File: src/rtl/secded_pkg.sv
// Shared SECDED bit-layout helpers and status encoding, used by both the encoder and the decoder.
package secded_pkg;

  typedef enum logic [1:0] {
    CLEAN  = 2'd0,
    SINGLE = 2'd1,
    DOUBLE = 2'd2
  } status_e;

  // Smallest p with 2^p >= data_w + p + 1.
  function automatic int calc_p(input int data_w);
    int p;
    p = 7;
    for (int k = 7; k >= 1; k--) begin
      if ((1 << k) >= data_w + k + 1) p = k;
    end
    return p;
  endfunction

  function automatic bit is_pow2(input int pos);
    return (pos > 0) && ((pos & (pos - 1)) == 0);
  endfunction

  // Data index carried by a non-power-of-two Hamming position (1-based).
  function automatic int pos_to_data_idx(input int pos);
    int idx;
    idx = 0;
    for (int i = 1; i < pos; i++) begin
      if (!is_pow2(i)) idx++;
    end
    return idx;
  endfunction

endpackage

File: src/rtl/secded_syndrome.sv
// Combinational Hamming syndrome and overall parity of an N-bit SECDED codeword.
module secded_syndrome
  import secded_pkg::*;
#(
  parameter int N = 13,
  parameter int P = 4
) (
  input  logic [N-1:0] code,
  output logic [P-1:0] s,
  output logic         q
);

  // Bit j of the syndrome covers every Hamming position whose index has bit j set.
  function automatic logic [N-1:0] pos_mask(input int j);
    logic [N-1:0] m;
    m = '0;
    for (int i = 0; i < N - 1; i++) begin
      m[i] = (((i + 1) >> j) % 2) == 1;
    end
    return m;
  endfunction

  for (genvar gi = 0; gi < P; gi++) begin : g_syn
    localparam logic [N-1:0] MASK = pos_mask(gi);
    assign s[gi] = ^(code & MASK);
  end

  assign q = ^code;

endmodule

File: src/rtl/secded_decoder_pipe.sv
// Two-stage pipelined SECDED decoder with valid/ready on both sides.
// Define SECDED_CNT_EN to build the saturating corrected/uncorrectable error counters.
module secded_decoder_pipe
  import secded_pkg::*;
#(
  parameter int DATA_W = 8,
  parameter int CNT_W  = 16,
  localparam int P = calc_p(DATA_W),
  localparam int N = DATA_W + P + 1
) (
  input  logic              clk,
  input  logic              rst_n,
  input  logic              in_valid,
  output logic              in_ready,
  input  logic [N-1:0]      code_in,
  output logic              out_valid,
  input  logic              out_ready,
  output logic [DATA_W-1:0] data_out,
  output logic              err_single,
  output logic              err_double,
  output logic [P-1:0]      syndrome,
  input  logic              cnt_clr,
  output logic [CNT_W-1:0]  corr_cnt,
  output logic [CNT_W-1:0]  uncorr_cnt
);

  logic              s1_valid_reg;
  logic [N-1:0]      s1_code_reg;
  logic [P-1:0]      s1_syn_reg;
  logic              s1_par_reg;
  logic [P-1:0]      syn_next;
  logic              par_next;
  logic              adv1;
  logic              adv2;

  logic              out_valid_reg;
  logic [DATA_W-1:0] data_reg;
  logic              single_reg;
  logic              double_reg;
  logic [P-1:0]      syn_reg;

  logic [N-1:0]      flip_mask;
  logic [N-1:0]      corr_code;
  logic [DATA_W-1:0] data_next;
  status_e           status_next;
  logic              layout_bits_unused;

  secded_syndrome #(.N(N), .P(P)) u_syn (
    .code (code_in),
    .s    (syn_next),
    .q    (par_next)
  );

  assign adv2     = !out_valid_reg || out_ready;
  assign adv1     = !s1_valid_reg || adv2;
  assign in_ready = adv1;

  always_ff @(posedge clk or negedge rst_n) begin
    if (!rst_n) begin
      s1_valid_reg <= 1'b0;
      s1_code_reg  <= '0;
      s1_syn_reg   <= '0;
      s1_par_reg   <= 1'b0;
    end else if (adv1) begin
      s1_valid_reg <= in_valid;
      if (in_valid) begin
        s1_code_reg <= code_in;
        s1_syn_reg  <= syn_next;
        s1_par_reg  <= par_next;
      end
    end
  end

  // Only a single error at a real position (q=1, 1<=s<=N-1) gets flipped.
  always_comb begin
    flip_mask = '0;
    for (int i = 0; i < N - 1; i++) begin
      if (s1_syn_reg == P'(i + 1)) flip_mask[i] = s1_par_reg;
    end
  end

  always_comb begin
    if (s1_syn_reg == '0) begin
      status_next = s1_par_reg ? SINGLE : CLEAN;
    end else if (s1_par_reg && (32'(s1_syn_reg) <= N - 1)) begin
      status_next = SINGLE;
    end else begin
      status_next = DOUBLE;
    end
  end

  assign corr_code          = s1_code_reg ^ flip_mask;
  assign layout_bits_unused = ^corr_code;

  for (genvar gi = 1; gi < N; gi++) begin : g_data
    if (!is_pow2(gi)) begin : g_bit
      assign data_next[pos_to_data_idx(gi)] = corr_code[gi-1];
    end
  end

  always_ff @(posedge clk or negedge rst_n) begin
    if (!rst_n) begin
      out_valid_reg <= 1'b0;
      data_reg      <= '0;
      single_reg    <= 1'b0;
      double_reg    <= 1'b0;
      syn_reg       <= '0;
    end else if (adv2) begin
      out_valid_reg <= s1_valid_reg;
      if (s1_valid_reg) begin
        data_reg   <= data_next;
        single_reg <= (status_next == SINGLE);
        double_reg <= (status_next == DOUBLE);
        syn_reg    <= s1_syn_reg;
      end
    end
  end

  assign out_valid  = out_valid_reg;
  assign data_out   = data_reg;
  assign err_single = single_reg;
  assign err_double = double_reg;
  assign syndrome   = syn_reg;

`ifdef SECDED_CNT_EN
  logic             load2;
  logic [CNT_W-1:0] corr_cnt_reg;
  logic [CNT_W-1:0] uncorr_cnt_reg;

  assign load2 = adv2 && s1_valid_reg;

  always_ff @(posedge clk or negedge rst_n) begin
    if (!rst_n) begin
      corr_cnt_reg   <= '0;
      uncorr_cnt_reg <= '0;
    end else if (cnt_clr) begin
      corr_cnt_reg   <= '0;
      uncorr_cnt_reg <= '0;
    end else if (load2) begin
      if (status_next == SINGLE && corr_cnt_reg != '1) corr_cnt_reg <= corr_cnt_reg + CNT_W'(1);
      if (status_next == DOUBLE && uncorr_cnt_reg != '1) uncorr_cnt_reg <= uncorr_cnt_reg + CNT_W'(1);
    end
  end

  assign corr_cnt   = corr_cnt_reg;
  assign uncorr_cnt = uncorr_cnt_reg;
`else
  logic cnt_clr_unused;
  assign cnt_clr_unused = cnt_clr;
  assign corr_cnt       = '0;
  assign uncorr_cnt     = '0;
`endif

endmodule

File: config.mk
export PLATFORM = sky130hd
export DESIGN_NAME = secded_decoder_pipe
export DESIGN_NICKNAME = d
export VERILOG_FILES = /design/src/rtl/secded_pkg.sv /design/src/rtl/secded_syndrome.sv /design/src/rtl/secded_decoder_pipe.sv
export SDC_FILE = /design/constraint.sdc
export NUM_CORES = 1
export LEC_CHECK = 0
export BUFFER_PORTS_ARGS = -buffer_cell sky130_fd_sc_hd__buf_2
export CAP_MARGIN = 20
export CORE_UTILIZATION = 45
export DETAILED_ROUTE_END_ITERATION = 8
export PLACE_DENSITY = 0.82
export SYNTH_ARGS = -nofsm -noshare
export SYNTH_HDL_FRONTEND = slang
export SYNTH_SLANG_ARGS = --single-unit
File: constraint.sdc
create_clock -name clk -period 4.3 [get_ports clk]
set_clock_uncertainty 0.2 [all_clocks]
set_input_delay 0.645 -clock clk [delete_from_list [all_inputs] [get_ports clk]]
set_output_delay 0.645 -clock clk [all_outputs]
set_load 0.02 [all_outputs]
==> summary.md, run 1 <==
| Metric | Value |
|---|---|
| Vias in the first global route | a little over 1,000 |
| Unique masters post-synth | 18 |
| Diodes inserted | 0 |
| CTS Buffer Depth | 2 |
| Mean Syn Cell Area | between 9 and 10 sq um |
| Element type at the critical path end | flop |
| Largest net degree at the start of global routing | 30 |
| Startpoint types | input pin |
| Tightest Hold Check Type | input pin to asynchronous set/reset pin |
| Detailed-router iteration count before antenna repair | 4 |
| Drt drc | 0 |
| Critical Path RT | 4.27 ns |
| Crit-path cells | buf_2 > xnor3_1 > xor2_1 > xnor3_1 > mux2_2 |
| Max-capacitance violation count | 0 |
| Vias | around 1,100 |
| Top Family by Delay on Critical Path | XOR/XNOR gates |
| Crit-path max cell delay | ~0.41 ns |
| R2R Setup Slk | ~2.7 ns |
| Reg clk slew, reported paths | roughly 0.060 ns |
| Dpl hpwl | 1960 microns |
| Final Hold Viols | 0 |
| Layout Area Growth over Synthesis | 9.95% |
| Nets | roughly 220 |
| Util after Layout | 53.0% |
| Full die area | 3940 sq um |
| Fillers | 327 |
| Hold-fix buffers, CTS | 0 |
| Drt initial violations | 23 |
| Core box area | about 3400 sq um |
| Initial Util | around 48% |
| Final Max Tran Viols | 0 |
| Post-layout minimum cycle time | about 2.0 ns |
| Row cnt | 21 |
| CTS tree | yes |
| Worst IR Drop VDD | ~0.00027 V |
| Total negative slack | 0 ns |
| Num CTS Buffers | 5 |
| First-pass GRT wire length | 4370 microns |
| GR Overflow Total | 0 |
| Slew HR | about three fifths |
| I/O Pins | 66 |
| Post-route clock period utilization | 47.5% |
| Worst-Margin Slew | roughly 0.62 ns |
| PnR worst setup slack | between 2 and 2.5 ns |
| # H-tree levels | 2 |
| Gpl congestion | 0.727 |
| Max Fclk | 489 MHz |
| Hold Slack | approximately 0.18 ns |
| Share of layout cells above drive strength 1 | between 20% and 30% |
| DR WL/cell | 9.83 microns |
| Critical path's slowest cell | xnor3_1 |
| Outcome | finished, final reports clean |
| Chip Height | 62.7 microns |
| Sink Count | 29 |
| Yosys reg bits | 29 |
| Final setup fails | 0 |
| Most frequent cell on the critical path | xnor3_1 |
| CTS root buffer | clkbuf_8 |
| Lkg Pwr | just under 0.9 nW |
| Setup repair after global routing missed its margin | no |
| Crit path DAT | approximately 2 ns |
| Crit-path max FO | 3 |
| CP Buf/Inv Count | 1 |
| Critical path type | input pin to flop |
| Die W | about 63 microns |
| Final wirelength | 2450 microns |
| Post-route ant nets | 0 |
| DP Area | 1740 sq um |
| CTS-repair resized insts | 0 |
| Yosys Warn Count | 0 |
| Routed vias/inst | between 4 and 5 |
| Port-buffer cells | 32 |
| Setup repair bufs after CTS | 0 |
| Initial antenna violation count | 0 |
| Finished Cell Area | ~1800 sq um |
| Clock latency at the later pin of the worst-skew pair | around 0.28 ns |
| Most frequent cells in the layout | conb_1, buf_2, nand2_1 |
| Power Density | a little under 500 nW/um^2 |
| Post-Place Setup Slack | approximately 2.0 ns |
| Global Route Usage Sum | between 10% and 20% |
| Post-synthesis cell area | 1660 sq um |
| Post-synthesis sequential area ratio | roughly 44% |
| Cells after Synth | about 170 |
worst paths after layout:
check | startpoint | to | cells past startpoint
worst max-delay path | code_in[9] | s1_par_reg | 5
worst min-delay path | rst_n | s1_code_reg[11] | 1
worst max register to register | s1_valid_reg | s1_code_reg[11] | 3
worst min register to register | data_out[1] | data_out[1] | 2
max in group asynchronous | rst_n | s1_valid_reg | 1
min in group clk | data_out[1] | data_out[1] | 2
power breakdown:
| part | internal [mW] | total [mW] | switching, mW |
|---|---|---|---|
| Clock | 0.127 | 0.222 | 0.0959 |
| Sequential | 0.340 | 0.397 | 0.0570 |
| Combinational | 0.117 | 0.287 | 0.170 |
| Total | 0.584 | 0.906 | 0.322 |
synth_stat cells:
master	instances	area (sq um)
buf_4	32	240
nand2_1	31	116
dfrtp_1	29	726
xnor2_1	18	158
o21ai_0	17	85.1
mux2_2	9	101
nor2_1	8	30.0
nand2b_1	5	31.3
xor2_1	5	43.8
clkbuf_1	4	15.0
nand3b_1	3	22.5
xnor3_1	2	45.0
and2_1	1	6.26
conb_1	1	3.75
nand4_1	1	6.26
nor3_1	1	5.00
nor4b_1	1	8.76
xor2_2	1	16.3
layer usage:
| layer | wire length [microns] | share of wire (%) | global-route usage, % | up-vias |
|---|---|---|---|---|
| met5 | 0 | 0 | 0 | - |
| met4 | 53 | 2.2 | 8.14 | 0 |
| met3 | 181 | 7.4 | 6.57 | 6 |
| met2 | 1120 | 46 | 24.9 | 52 |
| met1 | 1090 | 45 | 15.5 | 485 |
| li1 | - | - | - | 544 |
per-stage QoR:
stage	instances	power, mW
6_report	249	0.906
5_1_grt	249	0.967
4_1_cts	249	0.918
3_5_place_dp	242	0.695
2_1_floorplan	200	0.629
3_3_place_gp	242	0.687
worst register-to-register path: stages, from the launching register on:
cell and delay [ns]:
dfrtp_1 0.37, nand3b_1 0.12, nand2_1 0.45, mux2_2 0.40
logic make-up (layout without fill, tap and decap cells):
| logic type | Yosys count | count (layout) | synth area share (%) |
|---|---|---|---|
| compound gates | 17 | 17 | 5.12 |
| other cells | 1 | 32 | 0.226 |
| flops | 29 | 29 | 43.7 |
| simple gates | 51 | 51 | 13.6 |
| mux | 9 | 9 | 6.10 |
| buf+inv | 36 | 39 | 15.4 |
| xor+xnor | 26 | 26 | 15.8 |
area by class of cell:
cell class	instances	area, sq um	area share (%)
clock buffer	7	86.3	4.73
timing repair buffer	32	160	8.77
multi-input combinational	135	796	43.6
sequential	29	726	39.8
tap	46	57.6	3.15
Note: power is estimated with default switching activity, not from simulation.
==> run 2: changes to the inputs <==
--- a/config.mk
+++ b/config.mk
@@ -7,7 +7,7 @@
 export LEC_CHECK = 0
 export BUFFER_PORTS_ARGS = -buffer_cell sky130_fd_sc_hd__buf_2
 export CAP_MARGIN = 20
-export CORE_UTILIZATION = 45
+export CORE_UTILIZATION = 43
 export DETAILED_ROUTE_END_ITERATION = 8
 export PLACE_DENSITY = 0.82
 export SYNTH_ARGS = -nofsm -noshare
==> constraint.sdc (replaced) <==
create_clock -name clk -period 1.65 [get_ports clk]
set_clock_uncertainty 0.2 [all_clocks]
set_input_delay 0.2475 -clock clk [delete_from_list [all_inputs] [get_ports clk]]
set_output_delay 0.2475 -clock clk [all_outputs]
set_load 0.02 [all_outputs]
==> summary.md, run 2 (same netlist as run 1, synthesis figures left out) <==
| Metric | Value |
|---|---|
| Layout Area Growth over Synthesis | 19.6% |
| Share of layout cells above drive strength 1 | 29.4% (+5.7 points) |
| Setup repair after global routing missed its margin | no |
| Nets | 235 (+6.3%) |
| Slew HR | 57.0% (-1.4 points) |
| Vias | 1,127 (+3.7%) |
| Tightest Hold Check Type | input pin to flop |
| I/O Pins | 66 (unchanged) |
| CTS tree | yes |
| Die W | 64.1 microns (+2.2%) |
| Startpoint types | input pin |
| Reg2reg start | s1_valid_reg |
| Outcome | finished, final reports clean |
| Pwr Total | 2.62 mW (+190%) |
| Initial Util | 45.0% (-3.2 points) |
| Most frequent cells in the layout | conb_1, buf_2, nand2_1 |
| Dpl hpwl | 2150 microns (+10%) |
| Final Hold Viols | 0 (unchanged) |
| Routed vias/inst | 4.24 (-2.9%) |
| Worst IR Drop VDD | 0.000711 V (+160%) |
| Crit path DAT | 1.55 ns (-0.46 ns) |
| Core box area | 3690 sq um (+7.2%) |
| Power Density | 1320 nW/um^2 (+170%) |
| Initial antenna violation count | 0 (unchanged) |
| CTS Buffer Depth | 2 (unchanged) |
| Worst R2R End | s1_code_reg[2] |
| Lkg Pwr | 0.974 nW (+10%) |
| Max-capacitance violation count | 0 (unchanged) |
| Final setup fails | 0 (unchanged) |
| Drt drc | 0 (unchanged) |
| Post-route clock period utilization | a little over nine tenths |
| Reg clk slew, reported paths | 0.06 ns (about the same) |
| Post-layout minimum cycle time | around 1.6 ns |
| Element type at the critical path end | flop |
| Worst-Margin Slew | 0.645 ns (+0.0216 ns) |
| Diodes inserted | 0 (unchanged) |
| Hold EP | s1_code_reg[8] |
| Crit-path max FO | 17 (+14) |
| Met3 usage | 5.71% (-0.86 points) |
| GR Overflow Total | 0 (unchanged) |
| Port-buffer cells | 32 (unchanged) |
| Vias in the first global route | 1,039 (+1.3%) |
| Num CTS Buffers | 5 (unchanged) |
| Final Max Tran Viols | 0 (unchanged) |
| Layer with the highest usage | met2 |
| Largest net degree at the start of global routing | 30 (unchanged) |
| DR WL/cell | 10.4 microns (+6.2%) |
| # H-tree levels | 2 (unchanged) |
| Critical path type | input pin to flop |
| Clock latency at the later pin of the worst-skew pair | 0.28 ns (about the same) |
| R2R Setup Slk | 0.13 ns (-2.52 ns) |
| Sink Count | 29 (unchanged) |
| Drt initial violations | 12 (-48%) |
| Met1 Usage GRT | 17.6% (+2.0 points) |
| Critical Path RT | 1.61 ns (-2.66 ns) |
| Max Fclk | between 600 and 700 MHz |
| Worst reg-to-reg path cell count | 3 (unchanged) |
| Full die area | 4110 sq um (+4.5%) |
| Gpl congestion | 0.731 (+0.43%) |
| First-pass GRT wire length | 4700 microns (+7.4%) |
| Worst hold start | code_in[8] |
| Util after Layout | 53.8% (+0.80 points) |
| Post-route ant nets | 0 (unchanged) |
| Detailed-router iteration count before antenna repair | 4 (unchanged) |
| CTS root buffer | clkbuf_8 |
| Chip Height | 64.1 microns (+2.2%) |
| Final wirelength | 2780 microns (+13%) |
| Global Route Usage Sum | 15.4% (+0.58 points) |
| Hold Crit Depth | 2 |
| Met2 global-route usage | 25.3% (+0.40 points) |
| Row cnt | 22 (+4.8%) |
-- run 2: cell types whose count changed in the layout (fill, tap and decap cells not counted) --
cell,previous run,this run
mux2_4,0,2
dlygate4sd3_1,0,2
dfrtp_2,0,1
dfrtp_1,29,28
nor4b_1,1,0
nand2_1,31,30
buf_4,0,12
mux2_2,9,7
nand2_2,0,1
nor4b_2,0,1
bufinv_16,0,1
-- run 2: repair_timing --
action,4_1_cts,5_1_grt
setup buffers,0,0
hold endpoints to repair,30,0
gates resized for setup,0,1
setup endpoints to repair,0,1
hold buffers,2,0
-- run 2: worst max-delay path by stage --
stage / start / end / depth (start not counted)
final: in_valid / s1_code_reg[2] / 4
after global routing: in_valid / s1_code_reg[2] / 4
after CTS: in_valid / s1_code_reg[2] / 4
after detailed placement: code_in[9] / s1_par_reg / 5
after global placement: code_in[6] / s1_par_reg / 5
after floorplan: out_valid / s1_code_reg[11] / 4
-- run 2: final cells by class --
cell class                 instances  area, sq um
multi-input combinational        135          812
fill                             341         1700
tap                               48         60.1
clock inverter                     1         30.0
sequential                        29          727
clock buffer                       7         86.3
timing repair buffer              46          270
-- run 2: power breakdown --
part	switching [mW]	internal (mW)	leakage [nW]
combinational	0.475	0.356	0.567
clock	0.264	0.491	0.0585
sequential	0.146	0.886	0.348
-- run 2: worst max-delay path: stages --
cell and delay, ns:
dlygate4sd3_1 0.53, buf_2 0.13, nand2_2 0.26, mux2_2 0.38
-- run 2: metal layers --
| layer | routed length, microns | vias up | share of wire (%) |
|---|---|---|---|
| li1 | - | 572 | - |
| met1 | 1210 | 496 | 43 |
| met2 | 1330 | 50 | 48 |
| met3 | 173 | 9 | 6.2 |
| met4 | 70 | 0 | 2.5 |
| met5 | 0 | - | 0 |
-- run 2: stage by stage --
step | hold WS, ns | TNS, ns | instance area (sq um) | setup slack (ns) | cells
global placement | 0.105 | -0.0847 | 1840 | -0.0847 | 256
detailed placement | 0.109 | -0.145 | 1840 | -0.145 | 256
global route | 0.0565 | 0 | 1990 | 0.0119 | 266
finish | 0.0483 | 0 | 1990 | 0.0606 | 266
floorplan | -0.248 | -0.0884 | 1800 | -0.0442 | 200
CTS | 0.0433 | 0 | 1980 | 0.0581 | 266
